File: config.mk
export PLATFORM = sky130hd
export DESIGN_NAME = mem_block_copy
export DESIGN_NICKNAME = d
export VERILOG_FILES = /design/src/rtl/mem_block_copy.sv
export SDC_FILE = /design/constraint.sdc
export NUM_CORES = 1
export LEC_CHECK = 0
export CAP_MARGIN = 20
export CELL_PAD_IN_SITES_DETAIL_PLACEMENT = 1
export CELL_PAD_IN_SITES_GLOBAL_PLACEMENT = 1
export CORE_ASPECT_RATIO = 0.75
export CORE_MARGIN = 3
export CORE_UTILIZATION = 42
export CTS_CLUSTER_DIAMETER = 120
export DETAILED_ROUTE_END_ITERATION = 10
export GPL_ROUTABILITY_DRIVEN = 0
export PLACE_DENSITY_LB_ADDON = 0.1
export SLEW_MARGIN = 20
export SYNTH_ARGS = -nofsm -noshare
export SYNTH_HDL_FRONTEND = slang
export SYNTH_SLANG_ARGS = --single-unit
File: constraint.sdc
create_clock -name Clk -period 6.2 [get_ports Clk]
set_input_delay 1.24 -clock Clk [delete_from_list [all_inputs] [get_ports Clk]]
set_output_delay 1.24 -clock Clk [all_outputs]
set_load 0.02 [all_outputs]
File: src/rtl/mem_block_copy.sv
// Memory-to-memory block copier: one READ/WRITE pair per element, ascending order.
// Optional running checksum of copied data is built only with COPY_CHECKSUM_EN defined.
`timescale 1ns/1ps
module mem_block_copy #(
   parameter int ADDR_W = 8,
   parameter int DATA_W = 8
) (
   input  logic              Clk,
   input  logic              Reset,
   input  logic              Start,
   input  logic [ADDR_W-1:0] SrcAddr,
   input  logic [ADDR_W-1:0] DstAddr,
   input  logic [ADDR_W-1:0] Length,
   output logic              Busy,
   output logic              Done,
   output logic [ADDR_W-1:0] MemAddress,
   output logic [DATA_W-1:0] MemWriteData,
   output logic              MemWrite,
   output logic              MemRead,
   input  logic [DATA_W-1:0] MemReadData,
   output logic [DATA_W-1:0] Checksum
);

   typedef enum logic [1:0] {S_IDLE, S_READ, S_WRITE, S_DONE} state_t;

   localparam logic [ADDR_W-1:0] ONE = ADDR_W'(1);

   state_t            state_q;
   logic [ADDR_W-1:0] src_q, dst_q, len_q, idx_q, idx_d, addr_q;
   logic [DATA_W-1:0] hold_q;
   logic              rd_q, wr_q, busy_q, done_q;
`ifdef COPY_CHECKSUM_EN
   logic [DATA_W-1:0] checksum_q;
`endif

   // Address arithmetic keeps ADDR_W bits, so the carry out is dropped.
   assign idx_d = idx_q + ONE;

   // NOTE: all state below uses non-blocking assignments so every register samples
   // pre-edge values; blocking here would create ordering-dependent races.
   always_ff @(posedge Clk) begin
      if (Reset) begin
         state_q <= S_IDLE;
         src_q   <= '0;
         dst_q   <= '0;
         len_q   <= '0;
         idx_q   <= '0;
         addr_q  <= '0;
         hold_q  <= '0;
         rd_q    <= 1'b0;
         wr_q    <= 1'b0;
         busy_q  <= 1'b0;
         done_q  <= 1'b0;
`ifdef COPY_CHECKSUM_EN
         checksum_q <= '0;
`endif
      end else begin
         case (state_q)
            S_IDLE: begin
               if (Start) begin
                  src_q  <= SrcAddr;
                  dst_q  <= DstAddr;
                  len_q  <= Length;
                  idx_q  <= '0;
                  busy_q <= 1'b1;
`ifdef COPY_CHECKSUM_EN
                  checksum_q <= '0;
`endif
                  if (Length != '0) begin
                     state_q <= S_READ;
                     addr_q  <= SrcAddr;
                     rd_q    <= 1'b1;
                  end else begin
                     state_q <= S_DONE;
                     done_q  <= 1'b1;
                  end
               end
            end
            S_READ: begin
               hold_q  <= MemReadData;
               state_q <= S_WRITE;
               rd_q    <= 1'b0;
               wr_q    <= 1'b1;
               addr_q  <= dst_q + idx_q;
            end
            S_WRITE: begin
               idx_q <= idx_d;
               wr_q  <= 1'b0;
`ifdef COPY_CHECKSUM_EN
               checksum_q <= checksum_q + hold_q;
`endif
               if (idx_d == len_q) begin
                  state_q <= S_DONE;
                  addr_q  <= '0;
                  done_q  <= 1'b1;
               end else begin
                  // Next read is issued only after this write commits, so overlapping
                  // ranges see already-copied data.
                  state_q <= S_READ;
                  rd_q    <= 1'b1;
                  addr_q  <= src_q + idx_d;
               end
            end
            S_DONE: begin
               state_q <= S_IDLE;
               done_q  <= 1'b0;
               busy_q  <= 1'b0;
            end
            default: state_q <= S_IDLE;
         endcase
      end
   end

   // NOTE: outputs are masked by Reset combinationally so a reset raised during a
   // WRITE cycle suppresses that cycle's memory commit, not just later ones.
   assign Busy         = busy_q & ~Reset;
   assign Done         = done_q & ~Reset;
   assign MemRead      = rd_q & ~Reset;
   assign MemWrite     = wr_q & ~Reset;
   assign MemAddress   = Reset ? '0 : addr_q;
   assign MemWriteData = (wr_q && !Reset) ? hold_q : '0;

`ifdef COPY_CHECKSUM_EN
   assign Checksum = Reset ? '0 : checksum_q;
`else
   assign Checksum = '0;
`endif

endmodule
Yosys cells after proc, flatten, opt, wreduce, memory -nomap -nowiden
Index checks and enable logic that the tools add are counted.

storage, ports and cells
  bits in read-only memories = 0
  bits in latches = 0
  memories kept = 0
  memory bits (writable) = 0
  register bits after elaboration = 54
  output and inout bits = 28

cells by class
  bitwise operators = 5
  muxes and demuxes = 23
  divide/modulo/power cells = 0
  shift-type cells = 0
  equality and inequality tests = 9
  magnitude comparators = 0
  add/subtract/negate cells = 3
  multipliers = 0
  reductions and logical operators = 15

operators by type and width
  cell                 count
  $mux 8               6
  $pmux 8 s3           1
  $add 8x8->8          2
  $pmux 8 s2           1
  $ne 2x2->1 const B   5
  $add 8x1->8 const B  1
  $eq 8x8->1           1
  $pmux 2 s4           1
  $reduce_and 4->1     2
  $reduce_bool 8->1    1
  $mux 1               7
  $mux 2               3
  $pmux 1 s3           2
  $reduce_and 2->1     3
  $reduce_bool 2->1    3
  $reduce_bool 3->1    2
  $and 1x1->1          4
  $eq 2x2->1 const B   2
  $pmux 1 s2           2
  $reduce_and 3->1     1
  $eq 2x1->1 const B   1
  $logic_not 2->1      1
  $logic_and 1x1->1    1
  $logic_not 1->1      1
  $not 1->1            1

Logic depth before layout (Yosys ltp)
Gate-level depths: netlist (run 1).

  depth in word-level cells = 4
  mapped depth = 11
  gate-level depth less buffers = 10

Worst setup path before layout (run 1)
Ideal clock, no wire load.

  path kind = input port to output port
  start = input Reset
  end = output MemWriteData[0]
  path buffers = 2
  path slack = 2.856 ns
  cell stages on the path = 4
  arrival time = 2.104 ns
  data required time = 4.960 ns
  path through = buf_2 > nor2b_1 > clkbuf_1 > and2_1

on the way
  longest elaborated chain between the ends = 3

RTL lines
  item                RTL line  RTL
  start: declaration  9         input logic Reset,
  $logic_not 1->1     121       assign MemWriteData = (wr_q && !Reset) ? hold_q : '0;
  $logic_and 1x1->1   121
  $mux 8              121
  end: declaration    17        output logic [DATA_W-1:0] MemWriteData,

Every way passes these cells.

Final worst setup path (run 1)
  start = input Reset
  end = output MemWriteData[3]

The elaborated chain is that of the path after synthesis.

==> flow_summary.ini, run 1 <==
[timing]
final-setup-viol-count = 0
worst_clock_skew_ns = 0.00826
report.final.hold_viol_count = 0
worst_pin_slew_ns = 0.984
post-route-min-period_ns = 3.86
min_period_over_period_pct = 62.3
slew_violations = 0
max_freq_ghz = 0.259
slew_headroom_pct = 34.4
fin_setup_tns_ns = 0
rsz0062_at_grt = no

[global_route]
grt_pass1_vias = 3020
grtUsageTotal_pct = 20.5
antenna_found_initial = 0
gr-total-overflow = 0
grt_max_degree = 63
grt_pass1_wl_mm = 15.0

[logic_synthesis]
synth_area_leaders = dfxtp_1, nand2_1, ha_1
ys.flop_type = dfxtp_1
synth_seq_cells = 54
yosys_warnings = 0
synth_seq_area_share_pct = 32.3
synth_largest_area_cell = dfxtp_1
synth.cell_area_um2 = 3340
synthSimpleGateAreaFrac_pct = 21.2
synthDistinctLibCells = 54
synth_top_area_share_pct = 32.3
synth-edff-count = 0
synth_top_family_by_area = simple AND/OR/NAND/NOR gates
async_flop_share_pct = 0
postSynthCellCount = 412
synth-xor-area-share_pct = 6.55
synth_fa_ha_area_share_pct = 9.06
yosysMostFrequentCell = nand2_1
synth_common_cells = nand2_1, dfxtp_1, a21oi_1, nor2_1, ha_1
synth_mux_area_share_pct = 5.13
synth_compound_area_share_pct = 18.6
avgSynthCellArea_um2 = 8.11

[placed_design]
placed_area_um2 = 3860
dp_hpwl_mm = 6.89
port_buffers = 54
dpl.cell_count = 545

[pwr]
power_density_nw_per_um2 = 345
fin_total_pwr_mw = 1.36
ir_drop_v = 0.000148
p_leak_nw = 1.53

[worst_setup_path]
cp-start-kind = primary input
critPathMaxFanout = 9
cp-end-kind = primary output
arrival_ns = 2.62
r2r_setup_slack_ns = 3.39
ff2ff_path_depth = 8
critPathRequiredTime_ns = 4.96
worstSetupPathType = in2out

[floorplan]
dieArea_um2 = 9070
core_region_area_um2 = 7530
die_w_um = 109
die_y_um = 83.3
start_util_pct = 44.4
ioPinCount = 63
num_rows = 27

[routing]
post_drt_wl_per_cell_um = 16.5
drc_errors = 0
firstDrtPassIters = 4
drtIter0Drc = 85
vias = 2949
via_per_inst = 5.33
ant_nets = 0
finalWirelength_mm = 9.13

[clock_tree]
cts_resized = 0
clkTransAtPathRegs_ns = 0.10
post_cts_buffers = 0
cts_hold_buf = 0
cts_inserted_buffers = 5
cts_tree = done
cts-root-buf = clkbuf_8
cts_sinks = 54
clockBufferDepth = 2
h-tree-depth = 2
worstSkewPairLatency_ns = 0.31

[flow_run]
maxCapViolations = 0

[finish]
fillCellCount = 935
syn2layout_area_growth_pct = 18.3
design_area_um2 = 3950
final_nets = 509
stdcell_count = 553
antenna_cells = 0
drive_above_1_share_pct = 5.31

[min_path]
min_path_cells = 2
hold_path_class = reg2reg

[status]
status = complete, no violations
==> placed cells by master (no fill, tap or decap), drive strengths merged, types with 2 or more instances in the layout <==
master	n
o22ai	5
nor2	36
o221ai	5
nand2b	2
nand2	73
nor4	2
xor2	8
mux2	3
and2	9
inv	14
a31oi	2
nor2b	15
clkbuf	7
a21o	2
fa	2
xnor2	17
and2b	3
a21oi	42
conb	8
o21ai	12
dfxtp	54
nand3	7
or3	2
a32oi	4
o21a	3
mux2i	13
buf	3
o21bai	3
clkdlybuf4s50	53
nor3	2
ha	21
a2bb2oi	5
a211oi	2
==> flip-flops by register name, indices dropped and copies added (netlist names) <==
register	cells
rd_q	1
len_q	8
addr_q	8
busy_q	1
wr_q	1
idx_q	8
src_q	8
hold_q	8
dst_q	8
state_q	2
done_q	1
==> cell families after synthesis <==
| kind of cell | Yosys count |
|---|---|
| AOI/OAI and AO/OA | 94 |
| xor gates and xnor gates | 25 |
| adders and majority gates | 23 |
| buffers and inverters | 45 |
| DFF | 54 |
| muxes | 16 |
| other | 1 |
| and+or+nand+nor | 154 |
==> path summary, 6_finish.rpt <==
check | from | to
min | src_q[0] | src_q[0]
min reg2reg | src_q[0] | src_q[0]
max reg2reg | idx_q[0] | done_q
max | Reset | MemWriteData[3]
==> stage by stage <==
| step | hold WS, ns | setup WS [ns] | util, % |
|---|---|---|---|
| 2_1_floorplan | 0.441 | 2.86 | - |
| 3_3_place_gp | 0.449 | 2.36 | 51.3 |
| 3_5_place_dp | 0.458 | 2.33 | 51.3 |
| 4_1_cts | 0.472 | 2.32 | 52.5 |
| 5_1_grt | 0.490 | 2.26 | 52.5 |
| 6_report | 0.471 | 2.34 | 52.5 |
==> per-layer routing <==
layer | vias up | wire, um | track usage [%]
met5 | - | 0 | 0
met4 | 0 | 75 | 3.78
met3 | 11 | 370 | 3.26
met2 | 54 | 4040 | 32.9
met1 | 1422 | 4640 | 28.9
li1 | 1462 | - | -
==> worst max-delay path, cell delays in order <==
cell and delay, ns:
buf_2 0.11, nor2b_1 0.44, and2_1 0.21, clkdlybuf4s50_1 0.61
==> where the power goes <==
part | internal (mW) | switching [mW]
clock | 0.0905 | 0.116
sequential | 0.432 | 0.0507
combinational | 0.267 | 0.408
total | 0.790 | 0.575
==> final cells by class <==
type	count	area, um^2	area share, %
clock inverters	1	5.00	0.127
flip-flops and latches	54	1080	27.3
multi-input cells	320	2050	51.9
well taps	101	126	3.20
clock buffers	7	86.3	2.18
inverters	14	52.6	1.33
repair buffers	56	551	13.9
(Power assumes the default switching activity.)
==> inputs of run 2 (changes only) <==
--- a/config.mk
+++ b/config.mk
@@ -10,7 +10,7 @@
 export CELL_PAD_IN_SITES_GLOBAL_PLACEMENT = 1
 export CORE_ASPECT_RATIO = 0.75
 export CORE_MARGIN = 3
-export CORE_UTILIZATION = 42
+export CORE_UTILIZATION = 35
 export CTS_CLUSTER_DIAMETER = 120
 export DETAILED_ROUTE_END_ITERATION = 10
 export GPL_ROUTABILITY_DRIVEN = 0
==> constraint.sdc (replaced) <==
create_clock -name Clk -period 3.2 [get_ports Clk]
set_input_delay 0.64 -clock Clk [delete_from_list [all_inputs] [get_ports Clk]]
set_output_delay 0.64 -clock Clk [all_outputs]
set_load 0.02 [all_outputs]
==> flow_summary.ini, run 2 (synthesis gave the netlist of run 1 again) <==
[worst_setup_path]
worstSetupPathType = in2out
critPathMaxFanout = 9
cp-start-kind = primary input
r2r-start = idx_q[1]
arrival_ns = 1.99
cp-end-kind = primary output
crit_slowest_cell = clkdlybuf4s50_1
crit_chain = buf_2 -> nor2b_1 -> and2_1 -> clkdlybuf4s50_1
ff2ff_path_depth = 10
worstReg2RegEnd = addr_q[7]
cpPeakStageDelay_ns = 0.61
path_delay_family = buffers and inverters
critPathRequiredTime_ns = 2.56
path_buf_inv = 2
r2r_setup_slack_ns = 0.59

[global_route]
gr-total-overflow = 0
grt_pass1_wl_mm = 15.5
grtUsageTotal_pct = 17.9
antenna_found_initial = 0
grt_pass1_vias = 2908
grt_max_degree = 47

[floorplan]
start_util_pct = 36.5
die_w_um = 119
num_rows = 30
dieArea_um2 = 10800
ioPinCount = 63
die_y_um = 90.6
core_region_area_um2 = 9160

[status]
status = complete, no violations

[routing]
via_per_inst = 4.91
drc_errors = 0
post_drt_wl_per_cell_um = 16.2
drtIter0Drc = 128
firstDrtPassIters = 4
finalWirelength_mm = 9.46
ant_nets = 0
vias = 2873

[timing]
post-route-min-period_ns = 2.63
slew_headroom_pct = 38.0
rsz0062_at_grt = no
slew_violations = 0
worst_pin_slew_ns = 0.927
fin_setup_tns_ns = 0
final-setup-viol-count = 0
min_period_over_period_pct = 82.3
worst_clock_skew_ns = 0.00646
report.final.hold_viol_count = 0
max_freq_ghz = 0.380

[finish]
final_nets = 515
final_common_cell = nand2_1
final_cell_mix = nand2_1, dfxtp_1, clkdlybuf4s50_1
fillCellCount = 1128
syn2layout_area_growth_pct = 22.1
seq_area_um2 = 1080
antenna_cells = 0
drive_above_1_share_pct = 6.56
multi_input_area_um2 = 2050

[flow_run]
maxCapViolations = 0

[placed_design]
port_buffers = 54
dp_hpwl_mm = 7.33

[min_path]
hold_path_class = reg2reg
min_to = dst_q[4]
hold_start = dst_q[4]
min_path_cells = 2

[clock_tree]
clkTransAtPathRegs_ns = 0.07
worstSkewPairLatency_ns = 0.30
cts_inserted_buffers = 5
h-tree-depth = 2
cts_sinks = 54
cts-root-buf = clkbuf_16
cts_resized = 0
cts_tree = done
cts_hold_buf = 0
post_cts_buffers = 0
clockBufferDepth = 2

[pwr]
sw_frac_of_total_pct = 41.1
fin_total_pwr_mw = 2.81
power_density_nw_per_um2 = 688
internal_power_mw = 1.66
p_switching_mw = 1.15
power_frac_seq_pct = 33.2
p_leak_nw = 1.58
power_frac_comb_pct = 47.7
ir_drop_v = 0.000264
p_clk_share_pct = 19.1
-- run 2: changes by cell type in the layout (fill, tap and decap cells not counted), sizes merged --
cell	change
buf	+6
clkbuf	-2
clkinvlp	+2
clkinv	-1
-- run 2: final cells by class --
cell class	instances	share of cell area, %
inverter	14	1.29
multi-input combinational	320	50.3
clock inverter	2	0.368
timing repair buffer	62	14.6
tap	128	3.92
clock buffer	5	3.07
sequential	54	26.5
-- run 2: worst max-delay path by stage --
| stage | startpoint | endpoint | depth (start not counted) |
|---|---|---|---|
| 2_1_floorplan | idx_q[0] | rd_q | 8 |
| 5_1_grt | idx_q[1] | addr_q[6] | 10 |
| 3_5_place_dp | Reset | MemWriteData[2] | 4 |
| 6_report | Reset | MemWriteData[2] | 4 |
| 4_1_cts | Reset | MemWriteData[2] | 4 |
| 3_3_place_gp | Length[4] | addr_q[1] | 9 |
-- run 2: power by group through the flow --
| stage | Sequential (mW) | Combinational [mW] | Clock, mW |
|---|---|---|---|
| after CTS | 0.933 | 1.35 | 0.556 |
| after floorplan | 0.917 | 0.961 | 0 |
| final | 0.932 | 1.34 | 0.537 |
| after detailed placement | 0.948 | 1.34 | 0 |
| after global routing | 0.952 | 1.48 | 0.581 |
| after global placement | 0.943 | 1.32 | 0 |
-- run 2: tightest hold or removal path, stage by stage (launching register included) --
cell and delay (ns):
dfxtp_1 0.31, nand2_1 0.05, a21oi_1 0.05
-- run 2: metal layers --
metal	global-route usage [%]	wire length [um]	part of all wire, %
met5	0	0	0
met4	5.11	101	1.1
met3	3.26	357	3.8
met2	26.4	3940	42
met1	26.4	5060	54
-- run 2: per-stage QoR --
stage                     utilization, %  hold slack [ns]  cell area (um^2)  setup slack [ns]  std cells
after global placement              43.0            0.450              3940             0.535        578
after detailed placement            43.0            0.457              3940             0.511        578
after CTS                           44.6            0.468              4080             0.511        585
after global routing                44.6            0.486              4080             0.301        585
after floorplan                        -            0.441              3370             0.899        419
final                               44.6            0.462              4080             0.565        585
==> patch 1: new RTL, config.mk and constraints of run 1 <==
The 4 states of `state_t` get a one-hot encoding in 4 bits.
--- a/src/rtl/mem_block_copy.sv
+++ b/src/rtl/mem_block_copy.sv
@@ -23,3 +23,3 @@
 
-   typedef enum logic [1:0] {S_IDLE, S_READ, S_WRITE, S_DONE} state_t;
+   typedef enum logic [3:0] {S_IDLE = 4'b0001, S_READ = 4'b0010, S_WRITE = 4'b0100, S_DONE = 4'b1000} state_t;
 
Behaviour: no difference found for any inputs over 10 cycles, from zero or initial values and one cycle with Reset high; not proved beyond that.
==> patch 1 against run 1 <==
Routed wire length is 4.4% higher. Non-clock buffer count grew 2. Global-route usage grew 1.7 points. Sequential cell count up 2. Final cell count is 1.4% higher. Via count grew 3.1%. Area after synthesis is 0.34% lower. Die area down 0.31%. Design area increased by 0.73%. Critical path type unchanged. Setup slack got worse by 72 ps.
Power is not compared: it rests on default switching activity, and its combinational part moved more than twofold at a synthesized area within 25%.
==> patch 1: results (changes against run 1) <==
metric;value;unit;change
status;finished clean;;unchanged
synth_fa_ha_area_frac;0.0721;;was 0.0906
synth_xor_area_frac;0.0793;;was 0.0655
clkLatencyLatePin;330;ps;was 310 ps
synth.area.top_cells;dfxtp_1, nand2_1, a21oi_1;;was dfxtp_1, nand2_1, ha_1
worstPathArrival;2690;ps;was 2620 ps
drt_iter0_markers;158;;was 85
drt-total-wl;9.53;mm;was 9.13 mm
placedCellCount;554;;was 545
yosysSeqAreaShare;0.337;;was 0.323
ys_warn_count;0;;unchanged
syn_inst;419;;was 412
grt_pass1_wl;15.8;mm;was 15.0 mm
yosysMostFrequentCell;nand2_1;;unchanged
synth_compound_area_frac;0.209;;was 0.186
via_count;3039;;was 2949
num_antenna_cells;0;;unchanged
dp_hpwl;6.97;mm;was 6.89 mm
layout.nets;513;;was 509
worstHoldPathCells;2;;unchanged
met2_usage;0.353;;was 0.329
routed-wl-met3;443;um;was 370 um
grt_util_met3;0.0381;;was 0.0326
synth_common_cells;nand2_1, dfxtp_1, a21oi_1, nor2_1, ha_1;;unchanged
place_ws;2230;ps;was 2330 ps
power.internal;0.547;mW;
drt-pass1-iter-count;4;;unchanged
grt_usage;0.221;;was 0.205
grt_start_max_net_pins;54;;was 63
crit_fanout;11;;was 9
grt-ovfl-total;0;;unchanged
dr_wl_met2;4.31;mm;was 4.04 mm
grtUsageMet1;0.305;;was 0.289
tightest_slew;680;ps;was 984 ps
grt_pass1_vias;3167;;was 3020
placed_area;3880;um^2;was 3860 um^2
muxShareOfSynthArea;0.00939;;was 0.0513
drive_gt1_frac;0.0500;;was 0.0531
reg2reg_depth;8;;unchanged
clock_skew;9.51;ps;was 8.26 ps
via_per_inst;5.42;;was 5.33
yosysUniqueCellTypes;56;;was 54
met1_length;4.66;mm;was 4.64 mm
fillers;930;;was 935
## patch 1: final cells by class
type,instances,area (um^2),share of cell area
tap,101,126,0.0317
multi-input combinational,332,2050,0.514
timing repair buffer,58,566,0.142
clock buffer,7,96.3,0.0242
sequential,56,1120,0.281
inverter,7,26.3,0.00660
## patch 1: power groups by stage
stage                     combinational (mW)  clock, mW  sequential, mW
after global routing                   0.166      0.248           0.400
final                                  0.149      0.223           0.397
after global placement                 0.144          0           0.404
after CTS                              0.150      0.231           0.397
after detailed placement               0.149          0           0.405
after floorplan                       0.0988          0           0.399
## patch 1: worst max-delay path, cell delays in order
cell             delay [ps]
buf_2                   170
nor2b_1                 460
and2_1                  210
clkdlybuf4s50_1         610
## patch 1: final timing paths
check / slack, ps / end / from
worst min-delay path: 460 / hold_q[6] / hold_q[6]
worst max register to register: 3310 / addr_q[2] / idx_q[0]
worst min register to register: 460 / hold_q[6] / hold_q[6]
worst max-delay path: 2270 / MemWriteData[4] / Reset
==> patch 2: new RTL, settings of run 1 <==
Without the edit above. The parameter `ADDR_W` goes from 8 to 7.
--- a/src/rtl/mem_block_copy.sv
+++ b/src/rtl/mem_block_copy.sv
@@ -4,3 +4,3 @@
 module mem_block_copy #(
-   parameter int ADDR_W = 8,
+   parameter int ADDR_W = 7,
    parameter int DATA_W = 8
Ports: changed (resized DstAddr, Length, MemAddress and SrcAddr); port bits go from 63 to 59. The function was not compared with the original's and may differ.
==> patch 2 against run 1 <==
Total power decreased by 9.9%. Sequential share of layout area increased by 0.32 points. Sequential cell count decreased by 5. Design area decreased by 10%. Setup slack improved by 16 ps. Area after synthesis decreased by 11%. Routed wire length decreased by 13%.
==> patch 2: results (changes against run 1) <==
metric;value;unit;change
status;finished clean;;unchanged
hold_path_end;len_q[2];;was src_q[0]
holdCritPathClass;reg -> reg;;unchanged
place_ws;2150;ps;was 2330 ps
clock_skew;8.02;ps;was 8.26 ps
r2r_slack;3500;ps;was 3390 ps
reg2reg_depth;7;;was 8
clkTransAtPathRegs;80;ps;was 100 ps
crit_buf_inv;3;;was 2
hp-start;len_q[2];;was src_q[0]
io_buffers;50;;was 54
cp_slowest_cell;clkdlybuf4s50_1;;unchanged
drt-total-wl;7.95;mm;was 9.13 mm
p_sw_frac;0.415;;was 0.421
grt_pass1_wl;13.2;mm;was 15.0 mm
grt_start_max_net_pins;62;;was 63
reg2reg_from;state_q[0];;was idx_q[0]
synth_fa_ha_area_frac;0.0896;;was 0.0906
muxShareOfSynthArea;0.0397;;was 0.0513
via_per_inst;5.43;;was 5.33
grt_pass1_vias;2652;;was 3020
synth.area.top_cells;dfxtp_1, ha_1, nand2_1;;was dfxtp_1, nand2_1, ha_1
cts_resized;0;;unchanged
rr_endpoint;addr_q[6];;was done_q
drt-pass1-iter-count;4;;unchanged
drive_gt1_frac;0.0398;;was 0.0531
synth_flop_cell;dfxtp_1;;unchanged
fillers;818;;was 935
combPwrFrac;0.481;;was 0.495
worstPathArrival;2610;ps;was 2620 ps
p_leak;1.42;nW;was 1.53 nW
largest_reg_flops;8;;
regMostFlops;hold_q;;
dp_hpwl;6.01;mm;was 6.89 mm
synth_xor_area_frac;0.0622;;was 0.0655
tightest_slew;909;ps;was 984 ps
layout.nets;454;;was 509
antenna_found_initial;0;;unchanged
synth_compound_area_frac;0.186;;about the same
seqPwrFrac;0.361;;was 0.353
crit_fanout;61;;was 9
critPathMaxStageDelay;580;ps;was 610 ps
cts_buffers;5;;unchanged
yosysSeqAreaShare;0.332;;was 0.323
drt_iter0_markers;123;;was 85
grt_usage;0.204;;was 0.205
synth_common_cells;nand2_1, dfxtp_1, a21oi_1, nor2_1, ha_1;;unchanged
peakVddDrop;0.242;mV;was 0.148 mV
yosysUniqueCellTypes;55;;was 54
==> patch 2: cell count changes after synthesis, moves of 4 or more <==
cell,change
nor2_1,-6
buf_6,-4
xnor2_1,-6
mux2i_1,-5
a21oi_1,-7
dfxtp_1,-5
nand2_1,-15
nor3b_1,+7
a211oi_1,+4
o22ai_1,-4
==> patch 2: kinds of logic after synthesis <==
kind of cell | after synthesis
multiplexers | 11
buffers and inverters | 38
adder cells (fa/ha/maj) | 20
XOR/XNOR | 21
other | 1
AO/OA/AOI/OAI | 83
flip-flops | 49
AND/OR/NAND/NOR | 141
==> patch 2: per-layer routing <==
metal	part of all wire	vias to the layer above	GRT usage
met5	0	-	0
met4	0.0097	0	0.0388
met3	0.036	9	0.0307
met2	0.46	45	0.330
met1	0.50	1250	0.288
li1	-	1317	-
==> patch 2: final cells by class <==
cell class / instances / area [um^2] / share of cell area
flip-flops and latches: 49 / 981 / 0.277
repair buffers: 51 / 503 / 0.142
well taps: 81 / 101 / 0.0286
inverters: 11 / 41.3 / 0.0116
multi-input cells: 284 / 1830 / 0.517
clock buffers: 7 / 86.3 / 0.0243
==> patch 2: stage by stage <==
step	cell area, um^2	power [mW]	hold WS, ps	std cells	util
final	3550	1.23	474	483	0.540
after global routing	3550	1.33	498	483	0.540
after CTS	3540	1.24	480	483	0.539
after detailed placement	3450	1.04	464	476	0.526
after global placement	3450	1.02	459	476	0.526
after floorplan	2990	0.861	441	371	-
==> patch 2: worst max path at each step <==
stage | endpoint | slack, ps
6_report | MemRead | 2350
5_1_grt | MemWriteData[2] | 2220
4_1_cts | MemWriteData[0] | 2330
3_5_place_dp | addr_q[5] | 2150
3_3_place_gp | addr_q[5] | 2270
2_1_floorplan | MemAddress[5] | 2720
